### src/rtl/gl_regsta.sv
// ---------------------------------------------------------------------------
// gl_regsta: general-purpose storage pair sharing only clock and reset.
//   (a) load-enabled data register (SFRs, DACV, offset and LSB registers)
//   (b) set/clear status register with per-bit level interrupt (CMPSTA)
//
// Ports:
//   clk       rising-edge clock
//   srst      synchronous active-high reset, overrides every other input
//   reg_we    data register load enable
//   reg_wdat  data register write data (REG_W bits)
//   reg_q     data register contents (REG_W bits)
//   sta_mask  global interrupt mask, 1 forces sta_irq to 0
//   sta_set   per-bit set requests (STA_W bits)
//   sta_clr   per-bit write-1-to-clear requests (STA_W bits)
//   sta_q     status register contents (STA_W bits)
//   sta_irq   per-bit interrupt request (STA_W bits)
//   irq_any   OR of sta_irq
// ---------------------------------------------------------------------------
module gl_regsta #(
    parameter int REG_W = 8,
    parameter int STA_W = 8
) (
    input  logic             clk,
    input  logic             srst,
    input  logic             reg_we,
    input  logic [REG_W-1:0] reg_wdat,
    output logic [REG_W-1:0] reg_q,
    input  logic             sta_mask,
    input  logic [STA_W-1:0] sta_set,
    input  logic [STA_W-1:0] sta_clr,
    output logic [STA_W-1:0] sta_q,
    output logic [STA_W-1:0] sta_irq,
    output logic             irq_any
);

    // Data register: plain load-enabled flop bank.
    always_ff @(posedge clk) begin
        if (srst) begin
            reg_q <= '0;
        end else if (reg_we) begin
            reg_q <= reg_wdat;
        end
    end

    // Status register: set wins over a colliding clear, so an event that
    // arrives in the same cycle as software's acknowledge is never lost.
    always_ff @(posedge clk) begin
        if (srst) begin
            sta_q <= '0;
        end else begin
            sta_q <= sta_set | (sta_q & ~sta_clr);
        end
    end

    // The mask only gates the request; the latched status is untouched, so
    // anything that arrived while masked shows up once the mask drops.
    assign sta_irq = sta_mask ? '0 : sta_q;
    assign irq_any = |sta_irq;

endmodule

### config.mk
export PLATFORM = sky130hd
export DESIGN_NAME = gl_regsta
export DESIGN_NICKNAME = d
export VERILOG_FILES = /design/src/rtl/gl_regsta.sv
export SDC_FILE = /design/constraint.sdc
export NUM_CORES = 1
export LEC_CHECK = 0
export CORE_ASPECT_RATIO = 0.8
export CORE_MARGIN = 2
export CORE_UTILIZATION = 33
export CTS_BUF_LIST = sky130_fd_sc_hd__clkbuf_4 sky130_fd_sc_hd__clkbuf_8
export DETAILED_ROUTE_END_ITERATION = 10
export GPL_TIMING_DRIVEN = 0
export PLACE_DENSITY = 0.85
export SETUP_SLACK_MARGIN = 0.15
export SLEW_MARGIN = 15
export SYNTH_ARGS = -nofsm -noshare
export SYNTH_HDL_FRONTEND = slang
export SYNTH_SLANG_ARGS = --single-unit
### constraint.sdc
create_clock -name clk -period 0.9 [get_ports clk]
set_input_delay 0.18 -clock clk [delete_from_list [all_inputs] [get_ports clk]]
set_output_delay 0.18 -clock clk [all_outputs]
set_load 0.01 [all_outputs]
==> flow_summary.toml <==
[clocking]
root_buffer = "clkbuf_4"
max-clock-path-buffers = 2
clk_pin_slew_ps = 90
ctsHoldBuffers = 0
htree_levels = 1
cts_tree = "built"
cts_buffers = 3
cts.sinks = 16
clkLatencyLatePin_ps = 290

[timing]
totalNegativeSetupSlack_ps = -4190
final.min_clock_period_ps = 1380
finalHoldViolCount = 0
slew_viol_final = 0
hold_ws_ps = 173
post-route-period-util_pct = 153
setup_viol = 25
fin_ws_ps = -481
rsz0062_at_grt = "true"
fmax_ghz = 0.724
worst_pin_slew_ps = 325
slew_headroom_pct = 78.3
skew_ps = 0

[finish]
antenna_cells = 0
drive_above_1_share_pct = 56.6
syn_to_final_growth_pct = 127
layoutNonFillerInstCount = 160
final_nets = 165
mostFrequentLayoutCells = "buf_6, clkdlybuf4s50_1, dfxtp_2"
final_area_mm2 = 0.00148
final_core_util_pct = 79.0
final_common_cell = "buf_6"

[min_path]
min_path_cells = 2
hold_path_class = "input pin to register"
holdCritStartpoint = "srst"
hold_path_end = "sta_q[7]$_SDFF_PP0_"

[grt]
grt_util_met1_pct = 20.8
grt_pass1_wl_mm = 3.24
grt_usage_pct = 19.5
antenna_found_initial = 0
grt_pass1_vias = 737
grt_use_met3_pct = 11.0
grt_remaining_overflow = 0
grt_util_met2_pct = 32.9
grt_max_degree = 11
busiest_layer = "met2"

[placed_design]
hpwl_mm = 1.42
gp_congestion = 0.620
dpl_worst_slack_ps = -979
postPlaceCellArea_mm2 = 0.00122
io_buffers = 50
placed_cells = 144

[synthesis]
synthCells = 70
syn_area_um2 = 653
synth.net_count = 98
ys_seq_area_share_pct = 49.0
synth_top_area_share_pct = 49.0
ys_seq_elements = 16
synth.distinct_cells = 11
synthTopCellsByArea = "dfxtp_1, mux2i_1, nand2b_1, nor2b_1, a21oi_1"
synth_top_area_cell = "dfxtp_1"
yosys_warnings = 0
syn_area_per_cell_um2 = 9.33

[setup_path]
max_stage_delay_ps = 350
cp.required_ps = 720
path_cells = "nor4_4, a21oi_1, buf_2"
cp-end-kind = "primary output"
critPathKind = "register to primary output"
reg2reg_to = "sta_q[1]$_SDFF_PP0_"
start_kind = "register"
r2r-start = "sta_q[1]$_SDFF_PP0_"
crit_fanout = 2
r2r_cells = 5
cp_data_arrival_time_ps = 1200
rrSetupSlack_ps = 30
cp_slowest_cell = "dfxtp_2"

[die]
fp.dieH_um = 43.8
initial_core_util_pct = 34.8
design.core.area_mm2 = 0.00187
ios = 53
rows = 14
die_w_um = 53.7
die-area_mm2 = 0.00235

[route]
routed_wl_mm = 2.32
dr.pass1.iters = 4
ant_nets = 0
num_vias = 764
wl_per_cell_um = 14.5
drt_iter0_drc = 9
drc = 0
drt-vias-per-instance = 4.78

[power_and_ir_drop]
pwr_density_cell_mw_per_mm2 = 1220
leakagePower_nw = 0.685
power.total_mw = 1.81
peakVddDrop_mv = 1.07

[outcome]
violations = "negative setup slack"
status = "complete, but fails checks"

[job]
drv_cap = 0
-- repair_timing --
| action | CTS | global route |
|---|---|---|
| pin swaps | 4 | 4 |
| endpoints found under the setup margin | 25 | 31 |
| cloned | 0 | 0 |
| buffers inserted | 10 | 2 |
| gates resized for setup | 142 | 15 |
-- worst max path at each step --
stage / startpoint / to / slack (ps) / cells past startpoint
global placement: sta_mask / irq_any / -940 / 3
CTS: sta_q[3]$_SDFF_PP0_ / irq_any / -450 / 3
finish: sta_q[2]$_SDFF_PP0_ / irq_any / -480 / 3
detailed placement: sta_mask / irq_any / -980 / 3
global route: sta_q[2]$_SDFF_PP0_ / irq_any / -520 / 3
floorplan: sta_q[7]$_SDFF_PP0_ / irq_any / 5 / 2
-- cell families (layout without fill, tap and decap cells) --
group / count (synthesis) / in the layout / synth area share, %
and+or+nand+nor: 26 / 26 / 21.8
muxes: 8 / 8 / 12.3
AOI/OAI and AO/OA: 9 / 9 / 8.05
buffers and inverters: 11 / 77 / 8.81
DFF: 16 / 16 / 49.0
-- flip-flops by register name, indices dropped and copies added, names as in the netlist --
signal	count
reg_q	8
sta_q	8
-- final cells by class --
type                            count  area, um2
Timing Repair Buffer               62        637
Multi-Input combinational cell     43        372
Fill cell                         115        394
Buffer                              3       27.5
Inverter                            8       30.0
Sequential cell                    16        348
Clock buffer                        4       36.3
Tap cell                           24       30.0
-- synthesized netlist by cell type (all sizes together) --
| cell | count |
|---|---|
| nor4 | 2 |
| buf | 3 |
| dfxtp | 16 |
| nand2b | 8 |
| inv | 8 |
| nor2b | 8 |
| nor2 | 8 |
| a21oi | 9 |
| mux2i | 8 |
-- power by group --
group / internal [mW] / switching [mW]
sequential: 0.758 / 0.0441
combinational: 0.345 / 0.184
clock: 0.247 / 0.230
total: 1.35 / 0.458
-- per-layer routing --
layer  routed length [um]  share of wire [%]
met5                    0                  0
met2                 1150                 50
met4                   21               0.91
met1                  860                 37
met3                  286                 12
-- critical path: cells and delay by family, from the launching register on --
kind,cells,cell delay [ps]
AOI/OAI and AO/OA,1,110
DFF,1,350
and+or+nand+nor,1,290
buffers and inverters,1,160
Note: power is estimated with default switching activity, not from simulation.
